<file path="src/rtl/omer_pkg.sv">
// Shared types and constants for the kamus fetch stage.
package omer_pkg;

    localparam logic [31:0] NOP_INSTR        = 32'h0000_0013;
    localparam logic [31:0] DEFAULT_RESET_PC = 32'h0000_0000;

    // One buffered fetch result as seen by decode.
    typedef struct packed {
        logic [31:0] instr;
        logic [31:0] pc;
        logic        err;
    } fetch_entry_t;

    // Clear the byte offset so the address points at a whole word.
    function automatic logic [31:0] align_word(input logic [31:0] addr);
        return {addr[31:2], 2'b00};
    endfunction

endpackage

</file>
<file path="src/rtl/kamus_fetch_fifo.sv">
// Small synchronous FIFO of fetch entries with a one-cycle flush.
module kamus_fetch_fifo
    import omer_pkg::*;
#(
    parameter  int DEPTH = 2,
    localparam int PTR_W = $clog2(DEPTH),
    localparam int CNT_W = PTR_W + 1
) (
    input  logic             clk,
    input  logic             rst,
    input  logic             flush,
    input  logic             push,
    input  fetch_entry_t     push_data,
    input  logic             pop,
    output fetch_entry_t     head,
    output logic [CNT_W-1:0] count,
    output logic             full,
    output logic             empty
);

    fetch_entry_t     mem [DEPTH];
    logic [PTR_W:0]   wr_ptr;
    logic [PTR_W:0]   rd_ptr;
    logic             do_push;
    logic             do_pop;

    // Pointers carry one extra wrap bit, so their difference is the occupancy.
    assign count   = wr_ptr - rd_ptr;
    assign empty   = (count == '0);
    assign full    = (count == CNT_W'(DEPTH));
    assign do_pop  = pop && !empty;
    assign do_push = push && (!full || do_pop);
    assign head    = mem[rd_ptr[PTR_W-1:0]];

    // Advance pointers and store pushed entries; flush drops everything at once.
    always_ff @(posedge clk) begin
        if (rst || flush) begin
            wr_ptr <= '0;
            rd_ptr <= '0;
        end else begin
            if (do_push) begin
                mem[wr_ptr[PTR_W-1:0]] <= push_data;
                wr_ptr                 <= wr_ptr + 1'b1;
            end
            if (do_pop) begin
                rd_ptr <= rd_ptr + 1'b1;
            end
        end
    end

endmodule

</file>
<file path="src/rtl/kamus_fetch.sv">
// Instruction fetch stage: owns the PC, talks req/gnt/rvalid to instruction
// memory, buffers returned words and hands them to decode with valid/ready.
module kamus_fetch
    import omer_pkg::*;
#(
    parameter logic [31:0] RESET_PC        = DEFAULT_RESET_PC,
    parameter int          FIFO_DEPTH      = 2,
    parameter int          MAX_OUTSTANDING = 2
) (
    input  logic        clk_i,
    input  logic        rst_i,
    output logic        imem_req_o,
    output logic [31:0] imem_addr_o,
    input  logic        imem_gnt_i,
    input  logic        imem_rvalid_i,
    input  logic [31:0] imem_rdata_i,
    input  logic        imem_err_i,
    input  logic        redirect_i,
    input  logic [31:0] redirect_pc_i,
    output logic        instr_valid_o,
    input  logic        instr_ready_i,
    output logic [31:0] instr_o,
    output logic [31:0] pc_o,
    output logic        fetch_err_o
);

    localparam int CNT_W = $clog2(FIFO_DEPTH) + 1;

    logic [31:0]      fetch_pc;
    logic [31:0]      resp_pc;
    logic [31:0]      fault_pc;
    logic [CNT_W-1:0] outstanding;
    logic [CNT_W-1:0] outstanding_next;
    logic [CNT_W-1:0] discard;
    logic [CNT_W-1:0] fifo_count;
    logic             started;
    logic             fault_pending;
    logic             stalled;
    logic             fifo_full;
    logic             fifo_empty;
    logic             can_issue;
    logic             req_fire;
    logic             resp_fire;
    logic             accept_resp;
    logic             fault_push;
    logic             fifo_push;
    logic             fifo_pop;
    fetch_entry_t     push_entry;
    fetch_entry_t     head_entry;

    // Room must exist for every in-flight word, so a response never meets a full buffer.
    assign can_issue = (int'(outstanding) + int'(fifo_count) < FIFO_DEPTH)
                    && (int'(outstanding) < MAX_OUTSTANDING) && !fifo_full;
    assign imem_req_o  = !rst_i && started && !redirect_i && !fault_pending
                      && !stalled && can_issue;
    assign imem_addr_o = fetch_pc;

    // Responses with nothing in flight (e.g. leftovers from before a reset) are ignored.
    assign req_fire         = imem_req_o && imem_gnt_i;
    assign resp_fire        = imem_rvalid_i && (outstanding != '0);
    assign accept_resp      = resp_fire && (discard == '0);
    assign fault_push       = fault_pending && (discard == '0);
    assign fifo_push        = !redirect_i && (accept_resp || fault_push);
    assign outstanding_next = outstanding + CNT_W'(req_fire) - CNT_W'(resp_fire);

    // Choose what goes into the buffer: a misalign fault, a bus-error NOP, or the fetched word.
    always_comb begin
        push_entry = '{instr: imem_rdata_i, pc: resp_pc, err: 1'b0};
        if (fault_push) begin
            push_entry = '{instr: NOP_INSTR, pc: fault_pc, err: 1'b1};
        end else if (imem_err_i) begin
            push_entry = '{instr: NOP_INSTR, pc: resp_pc, err: 1'b1};
        end
    end

    kamus_fetch_fifo #(
        .DEPTH(FIFO_DEPTH)
    ) u_fifo (
        .clk      (clk_i),
        .rst      (rst_i),
        .flush    (redirect_i),
        .push     (fifo_push),
        .push_data(push_entry),
        .pop      (fifo_pop),
        .head     (head_entry),
        .count    (fifo_count),
        .full     (fifo_full),
        .empty    (fifo_empty)
    );

    assign instr_valid_o = !rst_i && !fifo_empty;
    assign fifo_pop      = instr_valid_o && instr_ready_i;
    assign instr_o       = instr_valid_o ? head_entry.instr : '0;
    assign pc_o          = instr_valid_o ? head_entry.pc    : '0;
    assign fetch_err_o   = instr_valid_o ? head_entry.err   : 1'b0;

    // Track PCs, in-flight requests and stale-response discards; a redirect overrides everything.
    always_ff @(posedge clk_i) begin
        if (rst_i) begin
            fetch_pc      <= RESET_PC;
            resp_pc       <= RESET_PC;
            fault_pc      <= '0;
            outstanding   <= '0;
            discard       <= '0;
            started       <= 1'b0;
            fault_pending <= 1'b0;
            stalled       <= 1'b0;
        end else begin
            started     <= 1'b1;
            outstanding <= outstanding_next;
            if (redirect_i) begin
                fetch_pc      <= align_word(redirect_pc_i);
                resp_pc       <= align_word(redirect_pc_i);
                fault_pc      <= redirect_pc_i;
                discard       <= outstanding_next;
                fault_pending <= (redirect_pc_i[1:0] != 2'b00);
                stalled       <= 1'b0;
            end else begin
                if (req_fire) begin
                    fetch_pc <= fetch_pc + 32'd4;
                end
                if (resp_fire) begin
                    if (discard != '0) begin
                        discard <= discard - 1'b1;
                    end else begin
                        resp_pc <= resp_pc + 32'd4;
                    end
                end
                if (fault_push) begin
                    fault_pending <= 1'b0;
                    stalled       <= 1'b1;
                end
            end
        end
    end

endmodule

</file>
<file path="config.mk">
export PLATFORM = sky130hd
export DESIGN_NAME = kamus_fetch
export DESIGN_NICKNAME = d
export VERILOG_FILES = /design/src/rtl/omer_pkg.sv /design/src/rtl/kamus_fetch_fifo.sv /design/src/rtl/kamus_fetch.sv
export SDC_FILE = /design/constraint.sdc
export NUM_CORES = 1
export LEC_CHECK = 0
export ABC_AREA = 0
export CORE_ASPECT_RATIO = 0.6
export CORE_MARGIN = 2
export CORE_UTILIZATION = 53
export DETAILED_ROUTE_END_ITERATION = 10
export HOLD_SLACK_MARGIN = 0.03
export PLACE_DENSITY = 0.84
export SLEW_MARGIN = 20
export SYNTH_ARGS = -nofsm -noshare
export SYNTH_HDL_FRONTEND = slang
export SYNTH_SLANG_ARGS = --single-unit
</file>
<file path="constraint.sdc">
create_clock -name clk_i -period 14.55 [get_ports clk_i]
set_clock_uncertainty 0.05 [all_clocks]
set_input_delay 1.455 -clock clk_i [delete_from_list [all_inputs] [get_ports clk_i]]
set_output_delay 1.455 -clock clk_i [all_outputs]
set_load 0.02 [all_outputs]
</file>
### After elaboration in Yosys (flattened, before gate mapping)

Memory sizes are Yosys's and may differ from the RTL's. A register that Yosys moved wholly into a read port is not among the register bits.
Cells that the tools add are included.
Widths: inputs -> output; s select.

* reductions and logical operators: 38
* multiplexer cells: 21
* eq/ne operators: 2
* bitwise logic cells: 1
* $lt $le $gt $ge: 2
* add/subtract/negate cells: 9

Operators with widths (number)
* $mux 32: 7
* $mux 65: 2
* $add 32x3->32 const B: 2
* $logic_and 1x1->1: 16
* $reduce_bool 2->1: 7
* $mux 1: 9
* $logic_not 1->1: 6
* $mux 2: 3
* $reduce_and 2->1: 3
* $add 2x1->2 const B: 2
* $logic_not 2->1: 2
* $add 2x2->3: 1
* $logic_or 1x1->1: 3
* $lt 3x2->1 const B: 1
* $add 2x1->2: 1
* $eq 2x2->1 const B: 1
* $lt 2x2->1 const B: 1
* $ne 2x2->1 const B: 1
* $reduce_or 2->1: 1
* $sub 2x1->2: 1
* $sub 2x1->2 const B: 1
* $sub 2x2->2: 1
* $not 1->1: 1

* memories: 1
* input port bits: 71
* flip-flop bits (word level): 107
* output and inout bits: 99
* bits in writable memories: 130

Memory list
* u_fifo.mem: depth 2, width 65, rd ports 1, clocked after Yosys merged registers in 1, wr ports 1, RTL line kamus_fetch_fifo.sv:21 `fetch_entry_t mem [DEPTH];`

### Longest topological paths before layout

Gate-level depths: netlist of run 1.

* depth in word-level cells: 11
* gate-level depth with buffers: 18
* gate-level depth less buffers: 17

### By module

From an unflattened synthesis of run 1, not the netlist that was laid out.

* cell total of the unflattened synthesis: 968
* area, all modules: 10829.1 um2

By module, submodules not included
* kamus_fetch: instances 1, cells each 731, area each 5840.6 um2
* kamus_fetch_fifo: instances 1, cells each 237, area each 4988.5 um2

### Least setup slack after synthesis of run 1

Ideal clock, no wire load.

* path kind: input -> register
* from: input port rst_i
* to: memory u_fifo.mem[0][0] (netlist name), enable pin
* path buffers: 1
* arrival: 6565 ps
* path slack: 7368 ps
* cell stages on the path: 5
* cell sequence: clkbuf_1 nor2b_1 nand3b_1 o2111ai_1 nor3_1

* word-level cells in the longest chain between the ends: 9
* elaborated cells on any way between the ends: 10

Ends and longest elaborated chain
* start: declaration: RTL line kamus_fetch.sv:11 `input logic rst_i,`
* $logic_not 1->1: RTL line kamus_fetch.sv:91 `assign instr_valid_o = !rst_i && !fifo_empty;`
* $logic_and 1x1->1: RTL line kamus_fetch.sv:91
* $logic_and 1x1->1: RTL line kamus_fetch.sv:92 `assign fifo_pop = instr_valid_o && instr_ready_i;`
* $logic_and 1x1->1: RTL line kamus_fetch_fifo.sv:31 `assign do_pop = pop && !empty;`
* $logic_or 1x1->1: RTL line kamus_fetch_fifo.sv:32 `assign do_push = push && (!full || do_pop);`
* $logic_and 1x1->1: RTL line kamus_fetch_fifo.sv:32
* $mux 1: RTL line kamus_fetch_fifo.sv:41 `if (do_push) begin`
* $mux 1 *: RTL line kamus_fetch_fifo.sv:37 `if (rst || flush) begin`
* $mux 1 (implied by the code) *: RTL line kamus_fetch_fifo.sv:42 `mem[wr_ptr[PTR_W-1:0]] <= push_data;`
* end: declaration: RTL line kamus_fetch_fifo.sv:21

Every way passes the cells marked *; elsewhere a longest branch is shown, timed or not.

### Worst setup path in the final report of run 1

* from: input port rst_i
* to: output port pc_o[3]

* word-level cells in the longest chain between the ends: 3

Ends and longest elaborated chain
* $logic_not 1->1: RTL line kamus_fetch.sv:91
* $logic_and 1x1->1: RTL line kamus_fetch.sv:91
* $mux 32: RTL line kamus_fetch.sv:94 `assign pc_o = instr_valid_o ? head_entry.pc : '0;`
* end: declaration: RTL line kamus_fetch.sv:23 `output logic [31:0] pc_o,`

No other way between the ends.

==> results list, run 1 <==
- VDD IR-drop max: 77.9 uV
* Power Density: 115 nW/um^2
* Share of post-route cells with drive strength above 1: 8.52%
- Largest fanout on the critical path: 66
- CP arrival: 3.78 ns
- The tree built by TritonCTS fans out to 234 sinks.
- Drt first-iter violations: 799
* Wire length per cell: 19.1 um
- Adding up every negative setup slack in the final design gives 0 ns.
* Maximum Capacitance Violations: 0
- Comb pwr share: 12.6%
- Number of buffer and inverter instances along the worst setup path: 5
- Mapped Avg Cell Area: 11.5 sq um
* Launching point of the worst reg2reg path: u_fifo.wr_ptr[0]
- Setup repair after global routing left no endpoint under its margin.
- Starting density of the core: 54.6%
* Most frequent cell on the critical path: buf_4
- After layout, the minimum clock period comes to 5.28 ns.
- Critical Path End Type: output pin
- Hold Worst Slack: 0.417 ns
* Fraction of power spent switching nets: 24.4%
* Max stage delay on crit path: 0.59 ns
* Transition time at the pin with the least slew margin: 0.776 ns
- Of the total power, registers draw 50.2%.
- Worst-case clock buffer depth: 3
* Number of placement rows: 39
- From bottom edge to top edge, the die measures 113 um.
- Number of antenna violations at the first check in global routing: 2
- Derived from the worst setup path, the maximum achievable clock frequency is 189 MHz.
- Synth area leader: edfxtp_1
- Final instance area: 13100 sq um
- TritonCTS buffer count: 21
* Port Buffer Count: 167
* Width of the die: 186 um
* Leading cell types by count after synthesis: edfxtp_1 (130), nor2_1 (108), dfxtp_1 (104)
- Area of the core: 19200 sq um
- In this run, synthesis produced a sequential element count of 234.
- Sum of internal, switching and leakage power: 1.50 mW
- The mapped netlist covers 10500 sq um.
- The flow ran to the end, and the final reports show no timing, DRC or antenna violations.
* Synth async-reset ratio: 0%
- Resized Gates After CTS: 0
* Launch point of the worst path: rst_i
- Final number of setup-violating endpoints: 0
- Crit path kind: in -> out
- Summing over every cut layer, the via total after detailed routing is 7708.
* Final HPWL from detailed placement: 17400 um
- Synth unique cells: 53
* Count of warnings emitted by yosys: 0
- Startpoint type of the worst setup path: primary input
- Max-slew headroom: 48.3%
* Count of final hold-check violations: 0
* Crit path max-delay cell type: clkdlybuf4s50_1
- Aggregate global-route resource usage: 24.3%
- Final layout net count: 1143
- Buffers added to address setup during post-CTS repair amount to 0.
- The floorplan step defined a die boundary enclosing 21000 sq um.
- Using the TritonRoute via totals, the vias-per-cell ratio works out to 5.72.
* DP Area: 12400 sq um
- Internal power contribution: 1.13 mW
- Once detail routing completed, the nets flagged for antenna violations numbered 0.
* Placer's final routability congestion estimate: 0.902
- The first global-routing pass estimated 39900 um of wire.
- In the finished design, the share of the clock period the worst path needs comes to 36.3%.
* Count of mapped cells out of synthesis: 915
- Post-synth EDFFs: 130
- Total net switching power: 0.367 mW
- Skew-Pair Late Insertion Delay: 0.51 ns
- Quantity of hold-fixing buffers added after cts: 0
* CTS H-tree lvls: 1
- For this design the static power due to leakage is 4.46 nW.
* Detailed-router iteration count before antenna repair: 5
* Final number of max-transition violations: 0
- Layout area overhead: 24.7%
- Worst path required time: 13.05 ns
- In the routed design, unresolved DRC markers number 0.
* Reg-to-reg slack, setup: 10.30 ns
- Setup slack after placement: 9.29 ns
- After detailed routing, the total wire length is 25700 um.
- The critical path goes through buf_2 -> clkinv_1 -> buf_4 -> nand2_2 -> buf_4 -> nor2_1 -> clkdlybuf4s50_1.
* CTS tree: done
- Grouping stages by cell kind, the critical path spends the most delay in buffers and inverters.
- Yosys instantiated no cell more often than edfxtp_1.
- Tightest Hold Check Type: reg -> reg
* Yosys top cell area share: 37.2%
- The worst hold path begins at fault_pc[19].
- Most used flip-flop cell after synthesis: edfxtp_1
- The share of the Yosys chip area taken by registers is 57.0%.
- 170 I/O pins were placed.
- Clock-pin slew was measured on the worst setup and hold paths at 0.07 ns.
* Buffer cell driving the clock tree root: clkbuf_16
- Vias in the first global route: 7293
- Sum of overflow across all layers after global routing: 0
- Top cells by area in the synthesized netlist: edfxtp_1 (37%), dfxtp_1 (20%), mux2i_1 (8.7%)
- In this run, the clock network consumes 37.1% of the power.
- Entering global routing, the biggest net connects 67 pins.
- Once routing completed, OpenROAD measured the worst setup slack at 9.27 ns.
[metal layers]
metal	up-vias	GRT usage, %	routed length [um]
met5	-	0	0
met4	0	4.51	381
met3	29	5.15	2450
met2	334	34.9	10600
met1	3706	38.0	12200
li1	3639	-	-
[cells by family (layout without fill, tap and decap cells)]
family                   count (synthesis)  in the layout  synth area share (%)
AND/OR/NAND/NOR                        307            307                  14.8
flip-flops                             234            234                  57.0
AO/OA/AOI/OAI                          127            127                  8.53
multiplexers                           123            123                  12.1
buffers and inverters                   70            234                  2.64
XOR/XNOR                                46             46                  4.11
adder cells (fa/ha/maj)                  7              7                 0.834
other                                    1              3                0.0357
[path summary, 6_finish.rpt]
kind,cells past startpoint,to
max,7,pc_o[3]
min,2,fault_pc[19]
max reg2reg,18,discard[1]
min reg2reg,2,fault_pc[19]
[cells in the final DEF (no fill, tap or decap), types with 15 or more instances in the layout]
cell,instances
nand2_1,47
dfxtp_1,103
a21oi_1,29
clkdlybuf4s50_1,165
a21boi_0,26
o21a_1,22
o31a_1,15
xnor2_1,21
nor2_1,108
clkbuf_16,23
nand4_1,25
xor2_1,23
nand3_1,19
and2_1,34
edfxtp_1,130
mux2_2,32
mux2i_1,91
[worst register-to-register path: stages (launching register included)]
cell and delay, ns:
dfxtp_1 0.33, inv_1 0.14, ha_1 0.25, xnor3_1 0.29, xnor2_1 0.16, ha_1 0.30
or4b_4 0.50, a211oi_4 0.23, buf_4 0.28, and2_1 0.33, inv_2 0.14, ha_1 0.30
inv_1 0.04, ha_1 0.17, xor2_1 0.15, xnor2_1 0.19, nor2_1 0.07, a21oi_1 0.14
nor2_1 0.06
[final cells by class]
type,instances,area (sq um)
Clock inverter,8,68.8
Tap cell,266,333
Multi-Input combinational cell,612,4260
Timing Repair Buffer,181,1770
Sequential cell,234,5990
Antenna cell,1,2.50
Fill cell,1453,6120
Inverter,15,56.3
Clock buffer,30,622
[flip-flops by register name (all words and copies together) (netlist names), named ones only]
name	count
discard	2
fault_pc	32
fault_pending	1
imem_addr_o	30
outstanding	2
resp_pc	30
stalled	1
started	1
u_fifo.mem	130
u_fifo.rd_ptr	2
u_fifo.wr_ptr	2
[stage by stage]
stage                     std cells  util (%)
after CTS                      1346      68.1
after global placement         1308      64.5
after detailed placement       1308      64.5
final                          1347      68.1
after floorplan                 916         -
after global routing           1346      68.1
[power groups by stage]
stage | Sequential [mW] | Clock, mW | Combinational, mW
2_1_floorplan | 0.769 | 0 | 0.109
3_3_place_gp | 0.767 | 0 | 0.182
3_5_place_dp | 0.768 | 0 | 0.187
4_1_cts | 0.754 | 0.568 | 0.189
5_1_grt | 0.758 | 0.596 | 0.205
6_report | 0.755 | 0.557 | 0.190
Power figures use the tool's default switching activity.
==> run 2, diff against run 1 <==
--- a/config.mk
+++ b/config.mk
@@ -8,10 +8,10 @@
 export ABC_AREA = 0
 export CORE_ASPECT_RATIO = 0.6
 export CORE_MARGIN = 2
-export CORE_UTILIZATION = 53
+export CORE_UTILIZATION = 49
 export DETAILED_ROUTE_END_ITERATION = 10
 export HOLD_SLACK_MARGIN = 0.03
-export PLACE_DENSITY = 0.84
+export PLACE_DENSITY = 0.82
 export SLEW_MARGIN = 20
 export SYNTH_ARGS = -nofsm -noshare
 export SYNTH_HDL_FRONTEND = slang
==> constraint.sdc (replaced) <==
create_clock -name clk_i -period 4.6 [get_ports clk_i]
set_clock_uncertainty 0.05 [all_clocks]
set_input_delay 0.46 -clock clk_i [delete_from_list [all_inputs] [get_ports clk_i]]
set_output_delay 0.46 -clock clk_i [all_outputs]
set_load 0.02 [all_outputs]
==> results list, run 2 (synthesis gave the netlist of run 1 again) <==
- The average wire per standard cell is 19.3 um (was 19.1 um).
* Starting density of the core: 50.0% (was 54.6%)
* Area of the core: 21000 sq um (was 19200 sq um)
- Achievable clock frequency: 238 MHz
- Sum of overflow across all layers after global routing: 0 (unchanged)
- The total number of clock tree sinks came to 234 (unchanged).
- Setup repair after global routing missed its margin: false (unchanged).
* Setup slack after placement: 0.709 ns (was 9.29 ns)
- The design internal power is 3.71 mW (was 1.13 mW).
- The maximum vdd drop was 241 uV (was 77.9 uV).
- Skew-Pair Late Insertion Delay: 0.51 ns (about the same)
- The number of top-level pins is 170 (unchanged).
* Clk slew on worst S/H paths: 0.07 ns (about the same)
- Post-layout worst setup margin: 0.403 ns (was 9.27 ns)
- The number of nets at the end of the flow was 1144 (was 1143).
- The final critical path takes up 91.2% of the cycle.
* Count of final hold-check violations: 0 (unchanged)
* Final HPWL from detailed placement: 18000 um (was 17400 um)
- The category of the worst setup path capture point is an output pin (unchanged).
- The launch point of the critical path was u_fifo.wr_ptr[0] (was rst_i).
- Tightest Hold Check Type: in -> reg (was reg -> reg)
* Max-slew headroom: 29.7% (was 48.3%)
- Share of post-route cells with drive strength above 1: 8.96% (was 8.52%)
- The power density normalized to cell area is 372 nW/um^2 (was 115 nW/um^2).
- The total length of routed wires was 26300 um (was 25700 um).
* Width of the die: 193 um (was 186 um)
* Maximum Capacitance Violations: 0 (unchanged)
* Transition time at the pin with the least slew margin: 1.05 ns (was 0.776 ns)
- The post-place instance area came to 12400 sq um (about the same).
- The vertical die dimension came to 117 um (was 113 um).
- CP arrival: 3.69 ns (was 3.78 ns)
- Resized Gates After CTS: 0 (unchanged)
- Top library cells by usage in the layout, fill and taps aside: clkdlybuf4s50_1 (165), edfxtp_1 (130), nor2_1 (108), dfxtp_1 (103), mux2i_1 (91) (unchanged)
- The detail-routed via count per cell came to 5.68 (was 5.72).
- Total via count after detailed routing: 7730 (was 7708)
* Number of placement rows: 41 (was 39)
- Placer's final routability congestion estimate: 0.871 (was 0.902)
- The number of standard cells in the final layout excluding fillers came to 1361 (was 1347).
- The number of buffers added to fix hold violations after cts was 0 (unchanged).
* Largest register FFs: 130 (unchanged)
* Total Die Area: 22700 sq um (was 21000 sq um)
- The pin count of the biggest net entering global routing is 62 (was 67).
- The number of buffer cells added on primary ports came to 167 (unchanged).
- First-pass GRT wire length: 40600 um (was 39900 um)
* Shortest clock period the worst path allows after layout: 4.20 ns
* Final number of max-transition violations: 0 (unchanged)
* Post-route ant nets: 0 (unchanged)
* Most common cell after layout, fill and taps aside: clkdlybuf4s50_1 (unchanged)
* Sequence of cells on the critical path: inv_1 -> ha_1 -> xnor3_1 -> xnor2_1 -> ha_1 -> or4b_4 -> a211oi_4 -> buf_4 -> clkdlybuf4s50_1 (was buf_2 -> clkinv_1 -> buf_4 -> nand2_2 -> buf_4 -> nor2_1 -> clkdlybuf4s50_1)
- Launching point of the worst reg2reg path: u_fifo.wr_ptr[0] (unchanged)
* Min-delay src: rst_i (was fault_pc[19])
* Share of power burned in the clock network: 39.0% (was 37.1%)
* Comb pwr share: 12.4% (was 12.6%)
* Share of power burned in registers: 48.6% (was 50.2%)
- Crit path kind: reg -> out (was in -> out)
- The clock tree root driver cell is clkbuf_16 (unchanged).
- The total setup buffers inserted after CTS is 0 (unchanged).
- CTS tree: done (unchanged)
- The startpoint kind of the worst setup timing path is a flip-flop (was primary input).
- The fraction of the core area covered by cells at the end of the flow came to 62.9% (was 68.1%).
- CTS H-tree lvls: 1 (unchanged)
- The worst-path maximum fanout is 17 (was 66).
- The final routed DRC violation total came to 0 (unchanged).
* Most frequent cell on the critical path: ha_1 (was buf_4)
- Total net switching power: 1.21 mW (was 0.367 mW)
* Final number of setup-violating endpoints: 0 (unchanged)
- The number of antenna violations at the first check in global routing is 1 (was 2).
- Count of placed standard cells including taps: 1321 (was 1308)
* Detailed-router iteration count before antenna repair: 5 (unchanged)
- Fraction of power spent switching nets: 24.5% (was 24.4%)
* Crit path max-delay cell type: clkdlybuf4s50_1 (unchanged)
- Final instance area: 13200 sq um (was 13100 sq um)
- The global router's overall resource usage came to 23.0% (was 24.3%).
* Max stage delay on crit path: 0.64 ns (was 0.59 ns)
- The number of buffers on the longest clock path was 3 (unchanged).
- The required time at the worst-slack endpoint came to 4.09 ns (was 13.05 ns).
* Vias in the first global route: 7116 (was 7293)
- The total clock buffers created by CTS is 22 (was 21).
- The relative area change from synthesis to final layout is 25.9% (was 24.7%).
- Status: finished, final reports clean (unchanged).
* Drt first-iter violations: 705 (was 799)
- The total leakage power was 4.50 nW (was 4.46 nW).
- Total negative slack: 0 ns (unchanged)
* Antenna cells: 0 (was 1)
==> run 2: cell count changes in the layout (fill, tap and decap cells not counted), sizes merged <==
cell / change
diode: -1
clkinvlp: +5
inv: -1
bufinv: +2
clkbuf: -5
clkinv: +1
==> run 2: path summary, 6_finish.rpt <==
kind | slack (ns) | cells after the start | endpoint
max reg2reg | 0.64 | 17 | discard[1]
min reg2reg | 0.42 | 2 | fault_pc[16]
max | 0.40 | 9 | imem_req_o
min | 0.29 | 4 | u_fifo.rd_ptr[1]
==> run 2: power groups by stage <==
stage	Combinational, mW	Sequential, mW	Clock (mW)
detailed placement	0.599	2.43	0
floorplan	0.345	2.43	0
CTS	0.604	2.39	1.94
finish	0.609	2.39	1.92
global route	0.657	2.40	2.03
global placement	0.585	2.43	0
==> run 2: area by class of cell <==
type | instances | area, sq um
inverter | 15 | 56.3
clock buffer | 25 | 604
fill | 1670 | 7810
multi-input combinational | 612 | 4280
sequential | 234 | 5990
clock inverter | 15 | 171
tap | 279 | 349
timing repair buffer | 181 | 1780
==> run 2: worst max-delay path, delay by kind of cell, from the launching register on <==
| kind | cells | cell delay, ns |
|---|---|---|
| flops | 1 | 0.33 |
| buf+inv | 3 | 1.07 |
| xor+xnor | 2 | 0.42 |
| fa+ha+maj | 2 | 0.58 |
| simple gates | 1 | 0.51 |
| compound gates | 1 | 0.25 |
==> run 2: metal layers <==
layer / part of all wire [%] / global-route usage (%)
met3: 10 / 5.21
met1: 47 / 36.4
met2: 42 / 32.3
met4: 1.3 / 3.50
met5: 0 / 0
==> run 2: stage by stage <==
step                      hold WS [ns]  total power, mW
after floorplan                  0.379             2.78
after global placement           0.396             3.01
after detailed placement         0.406             3.03
after CTS                        0.258             4.93
after global routing             0.311             5.08
final                            0.288             4.92
